--- src/rtl/tx_gearbox_66b_if.sv ---
// Block-in / word-out bus of the 66b transmit gearbox.
// master = block source and word sink side, slave = gearbox side.
interface tx_gearbox_66b_if #(
  parameter int unsigned OUT_W = 16
);
  logic [63:0]      data;
  logic [1:0]       syn;
  logic             in_valid;
  logic             in_ready;
  logic [OUT_W-1:0] op;
  logic             op_valid;
  logic             hdr_err;

  modport master (
    output data, syn, in_valid,
    input  in_ready, op, op_valid, hdr_err
  );

  modport slave (
    input  data, syn, in_valid,
    output in_ready, op, op_valid, hdr_err
  );
endinterface

--- src/rtl/tx_gearbox_66b.sv ---
// 66b -> OUT_W transmit gearbox: bit buffer with fill count, LSB-first output words.
// Optional payload scrambler (x^58+x^39+1) enabled by defining TX_GEARBOX_SCRAMBLE_EN.
module tx_gearbox_66b #(
  parameter int unsigned OUT_W = 16
) (
  input logic             clk,
  input logic             rst,
  tx_gearbox_66b_if.slave bus
);
  localparam int unsigned PLD_W = 64;
  localparam int unsigned BLK_W = PLD_W + 2;
  localparam int unsigned BUF_W = BLK_W + OUT_W;
  localparam int unsigned CNT_W = $clog2(BUF_W + 1);

  logic [BUF_W-1:0] bits_q, bits_d;
  logic [CNT_W-1:0] cnt_q, cnt_d;
  logic [OUT_W-1:0] op_q, op_d;
  logic             op_valid_q, op_valid_d;
  logic             hdr_err_q, hdr_err_d;

  logic             accept_c;
  logic             drain_c;
  logic [PLD_W-1:0] payload_c;
  logic [BUF_W-1:0] shifted_c;
  logic [CNT_W-1:0] base_c;

  // Ready depends on registered fill only, so the source never sees a comb path back.
  assign bus.in_ready = (cnt_q <= CNT_W'(2 * OUT_W));
  assign accept_c     = bus.in_valid && bus.in_ready;
  assign drain_c      = (cnt_q >= CNT_W'(OUT_W));

`ifdef TX_GEARBOX_SCRAMBLE_EN
  localparam int unsigned SCR_W = 58;

  logic [SCR_W-1:0] scr_q, scr_d;

  // Serial self-synchronous scrambler unrolled over the 64 payload bits, data[0] first.
  always_comb begin
    logic s;
    scr_d     = scr_q;
    payload_c = '0;
    s         = 1'b0;
    for (int i = 0; i < int'(PLD_W); i++) begin
      s            = bus.data[i] ^ scr_d[38] ^ scr_d[57];
      payload_c[i] = s;
      scr_d        = {scr_d[SCR_W-2:0], s};
    end
  end

  always_ff @(posedge clk or posedge rst) begin
    if (rst) begin
      scr_q <= '1;
    end else if (accept_c) begin
      scr_q <= scr_d;
    end
  end
`else
  assign payload_c = bus.data;
`endif

  // Drain from the pre-edge buffer, then append the new block behind what remains.
  always_comb begin
    shifted_c  = drain_c ? (bits_q >> OUT_W) : bits_q;
    base_c     = drain_c ? (cnt_q - CNT_W'(OUT_W)) : cnt_q;
    bits_d     = shifted_c;
    cnt_d      = base_c;
    op_d       = op_q;
    op_valid_d = drain_c;
    hdr_err_d  = 1'b0;
    if (drain_c) begin
      op_d = bits_q[OUT_W-1:0];
    end
    if (accept_c) begin
      bits_d    = shifted_c | (BUF_W'({payload_c, bus.syn}) << base_c);
      cnt_d     = base_c + CNT_W'(BLK_W);
      hdr_err_d = (bus.syn[1] == bus.syn[0]);
    end
  end

  always_ff @(posedge clk or posedge rst) begin
    if (rst) begin
      bits_q     <= '0;
      cnt_q      <= '0;
      op_q       <= '0;
      op_valid_q <= 1'b0;
      hdr_err_q  <= 1'b0;
    end else begin
      bits_q     <= bits_d;
      cnt_q      <= cnt_d;
      op_q       <= op_d;
      op_valid_q <= op_valid_d;
      hdr_err_q  <= hdr_err_d;
    end
  end

  assign bus.op       = op_q;
  assign bus.op_valid = op_valid_q;
  assign bus.hdr_err  = hdr_err_q;

  a_cnt_bound: assert property (@(posedge clk) disable iff (rst) cnt_q <= CNT_W'(BUF_W));

endmodule

--- src/flat_wrapper.sv ---
// flat-port wrapper written by rule: the top's interface ports become plain ports
module tx_gearbox_66b_flat 
#(
  parameter int unsigned OUT_W = 16
)
  (clk, rst, bus_data, bus_syn, bus_in_valid, bus_in_ready, bus_op, bus_op_valid, bus_hdr_err);
  tx_gearbox_66b_if #(.OUT_W(OUT_W)) bus_i ();
  input logic clk;
  input logic rst;
  input wire logic [$bits(bus_i.data)-1:0] bus_data;
  input wire logic [$bits(bus_i.syn)-1:0] bus_syn;
  input wire logic [$bits(bus_i.in_valid)-1:0] bus_in_valid;
  output wire logic [$bits(bus_i.in_ready)-1:0] bus_in_ready;
  output wire logic [$bits(bus_i.op)-1:0] bus_op;
  output wire logic [$bits(bus_i.op_valid)-1:0] bus_op_valid;
  output wire logic [$bits(bus_i.hdr_err)-1:0] bus_hdr_err;
  assign bus_i.data = bus_data;
  assign bus_i.syn = bus_syn;
  assign bus_i.in_valid = bus_in_valid;
  assign bus_in_ready = bus_i.in_ready;
  assign bus_op = bus_i.op;
  assign bus_op_valid = bus_i.op_valid;
  assign bus_hdr_err = bus_i.hdr_err;
  tx_gearbox_66b #(.OUT_W(OUT_W)) u_core (.clk(clk), .rst(rst), .bus(bus_i));
endmodule
--- config.mk ---
export PLATFORM = sky130hd
export DESIGN_NAME = tx_gearbox_66b_flat
export DESIGN_NICKNAME = d
export VERILOG_FILES = /design/src/rtl/tx_gearbox_66b_if.sv /design/src/rtl/tx_gearbox_66b.sv /design/src/flat_wrapper.sv
export SDC_FILE = /design/constraint.sdc
export NUM_CORES = 1
export LEC_CHECK = 0
export BUFFER_PORTS_ARGS = -buffer_cell sky130_fd_sc_hd__buf_2
export CAP_MARGIN = 25
export CELL_PAD_IN_SITES_DETAIL_PLACEMENT = 0
export CELL_PAD_IN_SITES_GLOBAL_PLACEMENT = 1
export CORE_MARGIN = 2
export CORE_UTILIZATION = 47
export CTS_CLUSTER_DIAMETER = 120
export DETAILED_ROUTE_END_ITERATION = 10
export PLACE_DENSITY = 0.9
export SYNTH_ARGS = -nofsm -noshare
export SYNTH_HDL_FRONTEND = slang
export SYNTH_SLANG_ARGS = --single-unit
--- constraint.sdc ---
create_clock -name clk -period 4.36 [get_ports clk]
set_input_delay 0.436 -clock clk [delete_from_list [all_inputs] [get_ports clk]]
set_output_delay 0.436 -clock clk [all_outputs]
set_load 0.01 [all_outputs]
==> results_dict.tcl <==
set metrics [dict create \
    dieHeight_um 141 \
    min_path_cells 2 \
    dpl.hpwl_mm 20.3 \
    num_vias 7988 \
    holdWs_ps 461 \
    pre_cts_slack_ps 1300 \
    diodes 0 \
    ys_ff_latch 106 \
    vias_per_cell 6.69 \
    ctsHtreeMaxLevel 3 \
    syn_area_mm2 0.00878 \
    critical_path.max_fanout 18 \
    numClockSinks 106 \
    fin_crit_ps 3170 \
    overflow 0 \
    relSlewSlack_pct 27.9 \
    ios 88 \
    die_x_um 141 \
    synth-seq-area-share_pct 30.2 \
    synth_edf_count 0 \
    ant_nets 0 \
    ys_async_sr_fraction_pct 100 \
    powerDensity_mw_per_mm2 968 \
    fin_nets 1033 \
    path_cells "inv_1 -> ha_1 -> buf_4 -> nand2_1 -> a21boi_2 -> buf_4 -> o21ai_0 -> a21oi_1 -> o221ai_1" \
    rsz0062_at_grt "false" \
    hold_class "flip-flop to flip-flop" \
    antenna_found_initial 0 \
    crit_top_cell "buf_4" \
    drv_slew 0 \
    core-area_mm2 0.0181 \
    drv_cap 0 \
    grt_pass1_wl_mm 43.4 \
    drc 0 \
    clkTransAtPathRegs_ps 70 \
    ir_worst_vdd_v 0.000516 \
    initial_core_util_pct 48.4 \
    synth_ff_type "dfrtp_1" \
    syn_area_per_cell_um2 9.67 \
    cts_max_path_buffers 2 \
    syn_to_final_growth_pct 9.92 \
    fillers 1644 \
    root_buffer "clkbuf_16" \
    grt_max_degree 119 \
    cts_hold_buf 0 \
    fmax_mhz 316 \
    cts-buffers-inserted 9 \
    rows 49 \
    fin_skew_ps 10.0 \
    final_hold_viol_count 0 \
    critical-path-max-stage-delay_ps 670 \
    grt_usage_pct 28.3 \
    worst_slew_pin_slew_ps 1070 \
    gp_congestion 0.997 \
    status "complete, no violations" \
    io_buffers 87 \
    dieArea_mm2 0.0198 \
    grt_pass1_vias 7265 \
    slowest_stage "dfrtp_1" \
    wl_mm 28.0 \
    detail_route.first_pass.iterations 5 \
    final.setup.tns_ps 0 \
    clk_latency_ps 360 \
    p_leak_nw 4.02 \
    cts_tree "yes" \
    critPathLaunchType "flip-flop" \
    setup_violations 0 \
    synth_nets 981 \
    crit_path_end_kind "flip-flop" \
    drtIter0Drc 960 \
    synth_cell_types 79 \
    yosysWarnings 0 \
    wl_per_cell_um 23.4 \
    synthCells 908 \
    critPathRequiredTime_ps 4580 \
    worst_slack_ps 1190 \
    critical_path_class "flip-flop to flip-flop" \
    ff2ff_path_depth 9 \
    drive_gt1_share_pct 27.8 \
    critPathArrivalTime_ps 3390 \
    fin_crit_sh_pct 72.7 \
    cts_setup_buffers 0 \
    post_cts_resized 0 \
]
## sequential cells by signal (all words and copies together) (netlist names)
signal / flops
u_core.cnt_q: 6
u_core.bus.op_valid: 1
u_core.bus.hdr_err: 1
u_core.bus.op: 16
u_core.bits_q: 82
## area by class of cell
cell class / instances / area (um2) / area share (%)
Inverter: 14 / 55.1 / 0.571
Sequential cell: 106 / 2660 / 27.6
Timing Repair Buffer: 118 / 703 / 7.29
Tap cell: 229 / 287 / 2.97
Clock inverter: 6 / 65.1 / 0.674
Multi-Input combinational cell: 711 / 5640 / 58.4
Clock buffer: 10 / 239 / 2.48
## cell usage after synthesis, types with 5 or more instances
cell type / instances / area (um2)
nand2_1: 140 / 526
dfrtp_1: 106 / 2650
nor2_1: 80 / 300
mux2i_1: 73 / 731
mux4_2: 61 / 1370
a21oi_1: 55 / 275
mux2_2: 40 / 450
buf_2: 39 / 195
o21ai_0: 33 / 165
o22ai_1: 28 / 175
a211oi_1: 24 / 180
clkbuf_1: 21 / 78.8
o221ai_1: 18 / 158
nand3_1: 14 / 70.1
inv_1: 12 / 45.0
a22oi_1: 11 / 82.6
o211ai_1: 11 / 82.6
nand2b_1: 9 / 56.3
buf_6: 8 / 90.1
nor3_1: 7 / 35.0
a31oi_1: 6 / 37.5
o21a_1: 6 / 45.0
or2_2: 6 / 37.5
a221oi_1: 5 / 43.8
a31o_2: 5 / 43.8
buf_4: 5 / 37.5
## cells by family (layout without fill, tap and decap cells)
group,count (synthesis),in the layout,share of synthesized area (%)
AO/OA/AOI/OAI,242,242,18.9
XOR/XNOR,4,4,0.399
adder cells (fa/ha/maj),4,4,0.570
buffers and inverters,91,148,5.72
flip-flops,106,106,30.2
multiplexers,177,177,29.9
AND/OR/NAND/NOR,284,284,14.4
## power by group
group          internal (mW)  switching (mW)  total, mW
combinational           2.56            4.09       6.65
clock                  0.463           0.396      0.859
sequential              1.44           0.393       1.83
## critical path, delay by kind of cell, from the launching register on
kind / cells / cell delay, ps
compound gates: 4 / 980
fa+ha+maj: 1 / 360
buf+inv: 3 / 790
flops: 1 / 670
simple gates: 1 / 220
## through the flow
stage	utilization (%)	power, mW	cells	instance area [um2]
floorplan	-	6.56	908	8780
global placement	51.3	8.23	1176	9310
detailed placement	51.3	8.26	1176	9310
CTS	53.0	9.14	1192	9610
global route	53.2	9.86	1194	9650
finish	53.2	9.34	1194	9650
## path summary, 6_finish.rpt
kind	end	start	slack [ps]
max	u_core.bits_q[67]$_DFF_PP0_	u_core.cnt_q[4]$_DFF_PP0_	1190
min	u_core.bus.op[9]$_DFFE_PP0P_	u_core.bus.op[9]$_DFFE_PP0P_	460
max reg2reg	u_core.bits_q[67]$_DFF_PP0_	u_core.cnt_q[4]$_DFF_PP0_	1190
min reg2reg	u_core.bus.op[9]$_DFFE_PP0P_	u_core.bus.op[9]$_DFFE_PP0P_	460
max in group asynchronous	u_core.bits_q[68]$_DFF_PP0_	rst	2850
min in group asynchronous	u_core.bus.op[11]$_DFFE_PP0P_	rst	480
## metal layers
layer,GRT usage [%],wire (um),up-vias
li1,-,-,3552
met1,43.1,12500,3857
met2,41.2,11800,513
met3,5.91,2950,66
met4,7.26,699,0
met5,0,0,-
## cells in the final DEF (no fill, tap or decap), types with 5 or more instances in the layout
cell       count
a211oi_1      24
a21oi_1       55
a221oi_1       5
a22oi_1       11
a31o_2         5
a31oi_1        6
buf_2         87
buf_4         28
clkbuf_16      9
dfrtp_1      103
inv_1         11
mux2_2        40
mux2i_1       73
mux4_2        61
nand2_1      140
nand2b_1       9
nand3_1       14
nor2_1        79
nor3_1         7
o211ai_1      11
o21a_1         6
o21ai_0       32
o221ai_1      18
o22ai_1       28
or2_2          6
No activity file was read; power rests on OpenSTA's default activity.
